### config.mk
export PLATFORM = sky130hd
export DESIGN_NAME = multi_cycle_ctrl
export DESIGN_NICKNAME = d
export VERILOG_FILES = /design/src/rtl/multi_cycle_ctrl.sv
export SDC_FILE = /design/constraint.sdc
export NUM_CORES = 1
export LEC_CHECK = 0
export ABC_AREA = 1
export BUFFER_PORTS_ARGS = -buffer_cell sky130_fd_sc_hd__buf_2
export CORE_AREA = 2 2 39 41
export CTS_CLUSTER_DIAMETER = 100
export DETAILED_ROUTE_END_ITERATION = 7
export DIE_AREA = 0 0 41 43
export GPL_TIMING_DRIVEN = 0
export PLACE_DENSITY = 0.64
export SLEW_MARGIN = 0
export SYNTH_ARGS = -nofsm -noshare
export SYNTH_HDL_FRONTEND = slang
export SYNTH_SLANG_ARGS = --single-unit
### constraint.sdc
create_clock -name CLK -period 1.1 [get_ports CLK]
set_input_delay 0.22 -clock CLK [delete_from_list [all_inputs] [get_ports CLK]]
set_output_delay 0.22 -clock CLK [all_outputs]
set_load 0.02 [all_outputs]
### src/rtl/multi_cycle_ctrl.sv
// Multi-cycle CPU control unit: steps each instruction through IF/ID/EXE/MEM/WB
// and decodes (state, opcode, zero) into per-cycle datapath strobes.
module multi_cycle_ctrl #(
  parameter int OPW = 6
) (
  input  logic           CLK,
  input  logic           Reset,
  input  logic [OPW-1:0] opcode,
  input  logic           zero,
  output logic [2:0]     state,
  output logic           PCWrite,
  output logic [1:0]     PCSrc,
  output logic           IRWrite,
  output logic           RegDst,
  output logic           ALUSrcB,
  output logic [2:0]     ALUOp,
  output logic           RegWrite,
  output logic           MemWrite,
  output logic           MemToReg,
  output logic [1:0]     loadStoreWidth,
  output logic           loadSign
);

  typedef enum logic [2:0] {
    S_IF   = 3'b000,
    S_ID   = 3'b001,
    S_EXE  = 3'b010,
    S_MEM  = 3'b011,
    S_WB   = 3'b100,
    S_HALT = 3'b111
  } state_t;

  localparam logic [OPW-1:0] OP_RTYPE = OPW'(6'b000000);
  localparam logic [OPW-1:0] OP_ADDI  = OPW'(6'b001000);
  localparam logic [OPW-1:0] OP_BEQ   = OPW'(6'b000100);
  localparam logic [OPW-1:0] OP_J     = OPW'(6'b000010);
  localparam logic [OPW-1:0] OP_HALT  = OPW'(6'b111111);
  localparam logic [OPW-1:0] OP_LB    = OPW'(6'b100000);
  localparam logic [OPW-1:0] OP_LH    = OPW'(6'b100001);
  localparam logic [OPW-1:0] OP_LW    = OPW'(6'b100011);
  localparam logic [OPW-1:0] OP_LBU   = OPW'(6'b100100);
  localparam logic [OPW-1:0] OP_LHU   = OPW'(6'b100101);
  localparam logic [OPW-1:0] OP_SB    = OPW'(6'b101000);
  localparam logic [OPW-1:0] OP_SH    = OPW'(6'b101001);
  localparam logic [OPW-1:0] OP_SW    = OPW'(6'b101011);

  state_t state_q, state_d;

  logic is_rtype, is_addi, is_beq, is_j, is_halt, is_load, is_store;
  logic is_byte, is_half, is_signed;

  assign is_rtype  = (opcode == OP_RTYPE);
  assign is_addi   = (opcode == OP_ADDI);
  assign is_beq    = (opcode == OP_BEQ);
  assign is_j      = (opcode == OP_J);
  assign is_halt   = (opcode == OP_HALT);
  assign is_load   = (opcode == OP_LB) || (opcode == OP_LH) || (opcode == OP_LW) ||
                     (opcode == OP_LBU) || (opcode == OP_LHU);
  assign is_store  = (opcode == OP_SB) || (opcode == OP_SH) || (opcode == OP_SW);
  assign is_byte   = (opcode == OP_LB) || (opcode == OP_LBU) || (opcode == OP_SB);
  assign is_half   = (opcode == OP_LH) || (opcode == OP_LHU) || (opcode == OP_SH);
  assign is_signed = (opcode == OP_LB) || (opcode == OP_LH);

  // The datapath holds IR after IF, so opcode is stable for every decision below.
  always_comb begin
    state_d = state_q;
    case (state_q)
      S_IF:  state_d = S_ID;
      S_ID: begin
        if (is_halt)
          state_d = S_HALT;
        else if (is_rtype || is_addi || is_beq || is_load || is_store)
          state_d = S_EXE;
        else
          state_d = S_IF;
      end
      S_EXE: begin
        if (is_load || is_store)
          state_d = S_MEM;
        else if (is_rtype || is_addi)
          state_d = S_WB;
        else
          state_d = S_IF;
      end
      S_MEM:  state_d = is_load ? S_WB : S_IF;
      S_WB:   state_d = S_IF;
      S_HALT: state_d = S_HALT;
      default: state_d = S_IF;
    endcase
  end

  always_ff @(posedge CLK or posedge Reset) begin
    if (Reset) state_q <= S_IF;
    else       state_q <= state_d;
  end

  assign state = state_q;

  // Reset overrides the decode so IF's fetch strobes never fire while held in reset.
  always_comb begin
    PCWrite        = 1'b0;
    PCSrc          = 2'b00;
    IRWrite        = 1'b0;
    RegDst         = 1'b0;
    ALUSrcB        = 1'b0;
    ALUOp          = 3'b000;
    RegWrite       = 1'b0;
    MemWrite       = 1'b0;
    MemToReg       = 1'b0;
    loadStoreWidth = 2'b11;
    loadSign       = 1'b0;
    if (!Reset) begin
      loadStoreWidth = is_byte ? 2'b00 : (is_half ? 2'b01 : 2'b11);
      loadSign       = is_signed;
      case (state_q)
        S_IF: begin
          PCWrite = 1'b1;
          IRWrite = 1'b1;
        end
        S_ID: begin
          if (is_j) begin
            PCWrite = 1'b1;
            PCSrc   = 2'b10;
          end
        end
        S_EXE: begin
          if (is_rtype) begin
            ALUOp = 3'b010;
          end else if (is_beq) begin
            ALUOp   = 3'b001;
            PCSrc   = 2'b01;
            PCWrite = zero;
          end else begin
            ALUSrcB = 1'b1;
          end
        end
        S_MEM: begin
          MemWrite = is_store;
          MemToReg = is_load;
        end
        S_WB: begin
          RegWrite = 1'b1;
          MemToReg = is_load;
          RegDst   = is_rtype;
        end
        default: ;
      endcase
    end
  end

endmodule

==> metrics.yaml, run 1 <==
run_status:
  status: "complete, but fails checks"
  failed_checks: "setup timing"
power:
  p_leak_uw: 0.0004700
  p_switching_uw: 453.6
  swShare: 0.4679
  clkPwrFrac: 0.204
  powerDensity_nw_per_um2: 1107
  max-vdd-ir-drop_mv: 0.6571
  internal_power_uw: 515.8
  p_comb_frac: 0.591
  seqPwrFrac: 0.205
grt:
  grtUsageTotal: 0.1591
  antenna_found_initial: 0
  gr-total-overflow: 0
  grt_pass1_wl_mm: 1.938
  first_global_vias: 513
  grt_max_degree: 8
hold_path:
  hold_end: "state[2]"
  hp-class: "in2reg"
  hold_depth: 4
  hold_start: "opcode[2]"
placement:
  io_buffer_count: 25
  dpl-instance-area_sq_um: 673.1
  gp_congestion: 0.8324
  dp_cells: 122
  post-dp-hpwl_mm: 1.004
detailed_routing:
  wl_mm: 1.424
  first_pass_iters: 4
  vias_per_cell: 4.744
  drt.antenna.violating_nets: 0
  drt-wirelength-per-cell_um: 10.71
  drt_iter0_markers: 10
  drcViolationCount: 0
  route.vias.total: 631
setup_path:
  crit_start: "state[1]"
  reg2reg_slack_ns: -0.02
  worstPathArrival_ns: 1.43
  crit_family: "flip-flops"
  r2r_start: "state[1]"
  rr_worst_depth: 5
  slowest_delay_ns: 0.42
  worstSetupPathType: "reg2out"
  path_cells: "buf_4 > nand2_1 > inv_2 > nand2_2 > inv_1 > o21a_2 > buf_2"
  crit_fanout: 3
  setup.worst_path.start_class: "flip-flop"
  crit_path_end_kind: "primary output"
  crit_slowest_cell: "dfrtp_2"
  critPathBufInv: 4
  r2r-end: "state[2]"
  cp_data_required_time_ns: 0.88
logic_synthesis:
  ys.flop_type: "dfrtp_1"
  synth_area_per_cell_sq_um: 5.515
  synth_top_cell_by_area: "dfrtp_1"
  yosysUniqueCellTypes: 22
  synth-seq-cells: 3
  synth_top_area_share: 0.1681
  synthesis.nets: 90
  syn-cell-area_sq_um: 446.7
  syn_inst: 81
  ys_seq_area_frac: 0.1681
  netlist_top_cells_count: "19 x nand2_1, 16 x nor2_1, 10 x nand3_1"
  async_flop_share: 1.000
  yosysMostFrequentCell: "nand2_1"
  synth_area_leaders: "dfrtp_1 17%, nand2_1 16%, nor2_1 13%"
  yosys_warnings: 0
  synth_edf_count: 0
sta:
  hold_viol: 0
  rsz0062_at_grt: "true"
  fin_crit_ns: 1.650
  skew_ns: 0.005994
  drv_slew: 0
  final.period_utilization: 1.500
  finalSetupViolCount: 15
  fin_setup_tns_ns: -4.815
  finalWorstSetupSlack_ns: -0.5496
  fmax_ghz: 0.6062
  fin_hold_ws_ns: 0.3564
cts:
  clk_pin_slew_ns: 0.04
  cts_sinks: 3
  h-tree-depth: 1
  clk_latency_ns: 0.24
  cts-root-buf: "clkbuf_4"
  numCtsBuffers: 3
  cts_tree: "built"
  clockBufferDepth: 2
die:
  rows: 14
  die_x_um: 41
  die_h_um: 43
  start_util: 0.3228
  core_sq_um: 1384
  io_pins: 27
  dieArea_sq_um: 1763
cells_and_area:
  drive_gt1_frac: 0.6239
  areaGrowthSynthToFinish_pct: 96.08
  largest_register_ffs: 3
  n_fill_cell: 117
  multiInputGateArea_sq_um: 439.2
  ff_latch_area_sq_um: 78.83
  fin_util: 0.6329
  final_cells: 133
  antenna_cells: 0
  nets: 127
  fin_area_sq_um: 875.8
run:
  drv_cap: 0
power groups by stage:
stage | registers, uW | clock network, uW | logic (uW)
3_3_place_gp | 187 | 0 | 430
6_report | 198 | 198 | 573
5_1_grt | 207 | 209 | 616
2_1_floorplan | 218 | 0 | 279
3_5_place_dp | 188 | 0 | 434
4_1_cts | 197 | 200 | 509
logic make-up (layout without fill, tap and decap cells):
kind of cell / Yosys count / count (layout) / share of synthesized area
buffers and inverters: 15 / 51 / 0.1345
other: 1 / 1 / 0.008395
AOI/OAI and AO/OA: 4 / 4 / 0.06163
DFF: 3 / 3 / 0.1681
and+or+nand+nor: 58 / 58 / 0.6275
how the worst max path moves through the flow:
| stage | end | slack (ns) | cells after the start |
|---|---|---|---|
| 5_1_grt | MemToReg | -0.60 | 7 |
| 3_5_place_dp | RegDst | -0.38 | 7 |
| 4_1_cts | MemToReg | -0.50 | 5 |
| 3_3_place_gp | RegDst | -0.36 | 7 |
| 2_1_floorplan | MemToReg | -0.31 | 4 |
| 6_report | MemToReg | -0.55 | 7 |
final cells by class:
class / count / share of cell area
multi-input combinational: 63 / 0.5014
timing repair buffer: 32 / 0.2814
sequential: 3 / 0.09000
inverter: 14 / 0.06571
clock buffer: 4 / 0.03000
tap: 16 / 0.02286
buffer: 1 / 0.008571
worst register-to-register path, stage by stage (launching register included):
cell and delay [ns]:
dfrtp_2 0.39, inv_4 0.06, nor3_4 0.29, buf_4 0.19, nand3_2 0.08, nand3_2 0.06
layout by cell type, fill, tap and decap left out:
cell / count
clkbuf_1: 1
buf_6: 9
o21a_2: 1
nand2_1: 16
inv_2: 9
nand3b_1: 1
dlygate4sd3_1: 1
nor2_4: 4
inv_1: 3
dfrtp_2: 3
nor3_1: 1
buf_4: 11
or2_4: 1
nor4_4: 1
inv_4: 2
clkbuf_4: 3
buf_2: 12
nand3_1: 7
a21oi_1: 1
nand3_4: 2
nor3_4: 4
nor2_2: 5
nand2_4: 1
nand2_2: 3
conb_1: 1
nand4_1: 2
o211ai_1: 1
o21bai_1: 1
nand3_2: 2
nor2_1: 8
through the flow:
stage	total power, uW	setup slack, ns
after detailed placement	621.8	-0.3811
after global placement	616.9	-0.3647
after global routing	1032	-0.5982
after CTS	905.6	-0.5045
final	969.4	-0.5496
after floorplan	497.1	-0.3057
per-layer routing:
metal,vias to the layer above,routed length (um),GRT usage
li1,330,-,-
met2,21,732,0.2656
met1,278,608,0.1981
met5,-,0,0
met3,2,66,0
met4,0,17,0.08000
what timing repair did:
item,4_1_cts,5_1_grt
hold buffers,1,0
pin swaps,5,7
resized for setup,22,17
endpoints found under the hold margin,3,0
setup endpoints to repair,12,18
buffers inserted,4,3
No activity file was read; power rests on OpenSTA's default activity.
==> run 2, diff against run 1 <==
--- a/config.mk
+++ b/config.mk
@@ -13,5 +13,5 @@
 export DIE_AREA = 0 0 41 43
 export GPL_TIMING_DRIVEN = 0
-export PLACE_DENSITY = 0.64
+export PLACE_DENSITY = 0.62
 export SLEW_MARGIN = 0
 export SYNTH_ARGS = -nofsm -noshare
==> constraint.sdc (replaced) <==
create_clock -name CLK -period 1.8 [get_ports CLK]
set_input_delay 0.36 -clock CLK [delete_from_list [all_inputs] [get_ports CLK]]
set_output_delay 0.36 -clock CLK [all_outputs]
set_load 0.05 [all_outputs]
==> run 2 against run 1 <==
Effect of this change:
- the run still ends with setup timing left
- sequential power down 41%
- hold slack worse by 0.22 ns
- power down 36%
- non-clock buffer count down 3
- sequential share of layout area up 0.74 points
- register-to-register slack better by 0.67 ns
- first-iteration DRC count up 10%
- via count up 0.48%
- flip-flop and latch count unchanged
- die area unchanged
- count of clock-buffer cells in the layout unchanged
- combinational power down 33%
- highest routed layer is now met3
==> metrics.yaml, run 2 (synthesis gave the netlist of run 1 again) <==
die:
  io_pins: 27  # unchanged
  dieArea_sq_um: 1763  # unchanged
  die_x_um: 41  # unchanged
  start_util: 0.3228  # unchanged
  rows: 14  # unchanged
  die_h_um: 43  # unchanged
  core_sq_um: 1384  # unchanged
setup_path:
  crit_fanout: 5  # +2
  slowest_delay_ns: 0.44  # +0.02 ns
  worstPathArrival_ns: 1.48  # +0.05 ns
  cp_data_required_time_ns: 1.44  # +0.56 ns
  setup.worst_path.start_class: "flip-flop"
  path_cells: "nor3_4 > nand3_1 > nand3_1 > nand2_2 > clkinvlp_4 > buf_8"
  worstSetupPathType: "reg2out"
  cp_common_cell: "nand3_1"
  crit_slowest_cell: "dfrtp_2"
  crit_path_end_kind: "primary output"
cts:
  cts-root-buf: "clkbuf_4"
  numCtsBuffers: 3  # unchanged
  h-tree-depth: 1  # unchanged
  clk_pin_slew_ns: 0.04  # about the same
  clockBufferDepth: 2  # unchanged
  clk_latency_ns: 0.23  # about the same
  cts_sinks: 3  # unchanged
  cts_tree: "built"
sta:
  fin_crit_ns: 1.844
  fin_hold_ws_ns: 0.1344  # -0.2220 ns
  drv_slew: 0  # unchanged
  finalSetupViolCount: 2  # -13
  rsz0062_at_grt: "true"
  final.period_utilization: 1.025
  hold_viol: 0  # unchanged
  fmax_ghz: 0.5422
  skew_ns: 0.003823  # -0.002170 ns
  finalWorstSetupSlack_ns: -0.04436  # +0.5053 ns
run_status:
  failed_checks: "setup timing"
  status: "complete, but fails checks"
grt:
  grt_pass1_wl_mm: 2.097  # +8.2%
  grtUsageTotal: 0.1663  # +0.007217
  gr-total-overflow: 0  # unchanged
  first_global_vias: 523  # +1.9%
  antenna_found_initial: 0  # unchanged
  grt_max_degree: 9  # +1
hold_path:
  hp-class: "in2async"
detailed_routing:
  first_pass_iters: 4  # unchanged
  route.vias.total: 634  # +0.48%
  drcViolationCount: 0  # unchanged
  wl_mm: 1.316  # -7.6%
  vias_per_cell: 4.877  # +2.8%
  drt-wirelength-per-cell_um: 10.12  # -5.5%
  drt.antenna.violating_nets: 0  # unchanged
  drt_iter0_markers: 11  # +1
placement:
  io_buffer_count: 25  # unchanged
  post-dp-hpwl_mm: 1.062  # +5.7%
  pre_cts_slack_ns: -0.05802  # +0.3231 ns
  gp_congestion: 0.7797  # -6.3%
cells_and_area:
  layout_commonest_cell: "nand2_1"
  nets: 124  # -2.4%
  n_fill_cell: 138  # +18%
  multiInputGateArea_sq_um: 402.9  # -8.3%
  antenna_cells: 0  # unchanged
  largest_register_ffs: 3  # unchanged
  fin_util: 0.5850  # -0.04792
  ff_latch_area_sq_um: 78.83  # unchanged
  final_cell_mix: "17 x nand2_1, 16 x buf_2, 10 x nor2_1"
  areaGrowthSynthToFinish_pct: 81.23
  drive_gt1_frac: 0.5526  # -0.07130
power:
  powerDensity_nw_per_um2: 765.3  # -31%
  max-vdd-ir-drop_mv: 0.3485  # -47%
  power_uw: 619.5  # -36%
  p_leak_uw: 0.0004422  # -5.9%
run:
  drv_cap: 0  # unchanged
[run 2: cell count changes in the layout (fill, tap and decap cells not counted), sizes merged]
| cell | change |
|---|---|
| buf | -3 |
| clkbuf | +1 |
| clkinvlp | +1 |
| dlygate4sd3 | -1 |
| inv | -1 |
[run 2: where the power goes]
group	internal [uW]	total, uW	switching, uW	leakage [uW]
logic	116	385	269	0.000392
registers	86.9	116	29.2	0.0000351
clock network	83.1	118	35.3	0.0000150
total	286	619	334	0.000442
[run 2: path summary, 6_finish.rpt]
path / slack [ns] / from / to / depth (start not counted)
setup / recovery: -0.04 / state[0] / PCWrite / 6
hold / removal: 0.13 / Reset / state[2] / 2
setup reg to reg: 0.65 / state[0] / state[2] / 4
hold reg to reg: 0.72 / state[1] / state[2] / 4
max in group asynchronous: 1.48 / Reset / state[0] / 2
min in group CLK: 0.50 / opcode[2] / state[2] / 4
[run 2: routing by layer]
layer | track usage | share of wire
met1 | 0.2345 | 0.42
met4 | 0.04000 | 0
met5 | 0 | 0
met3 | 0.01571 | 0.057
met2 | 0.2625 | 0.52
[run 2: repair_timing]
item	CTS	global route
pin swaps	5	3
setup buffers	2	2
gates cloned	0	0
endpoints found under the setup margin	8	9
resized for setup	17	9
hold buffers	0	0
[run 2: critical path: cells and delay by family, from the launching register on]
family	cells	cell delay (ns)
flops	1	0.44
simple gates	4	0.60
buf+inv	2	0.20
[run 2: through the flow]
stage	setup TNS [ns]	area (sq um)	instances
2_1_floorplan	-0.1993	530.5	81
5_1_grt	-0.3255	809.5	130
3_5_place_dp	-0.1132	675.6	122
6_report	-0.08463	809.5	130
4_1_cts	-0.1225	768.2	128
3_3_place_gp	-0.08476	675.6	122
[run 2: final cells by class]
type / count / area share
multi-input cells: 63 / 0.4977
repair buffers: 29 / 0.2658
flip-flops and latches: 3 / 0.09737
inverters: 14 / 0.07264
clock buffers: 4 / 0.03246
well taps: 16 / 0.02473
plain buffers: 1 / 0.009274
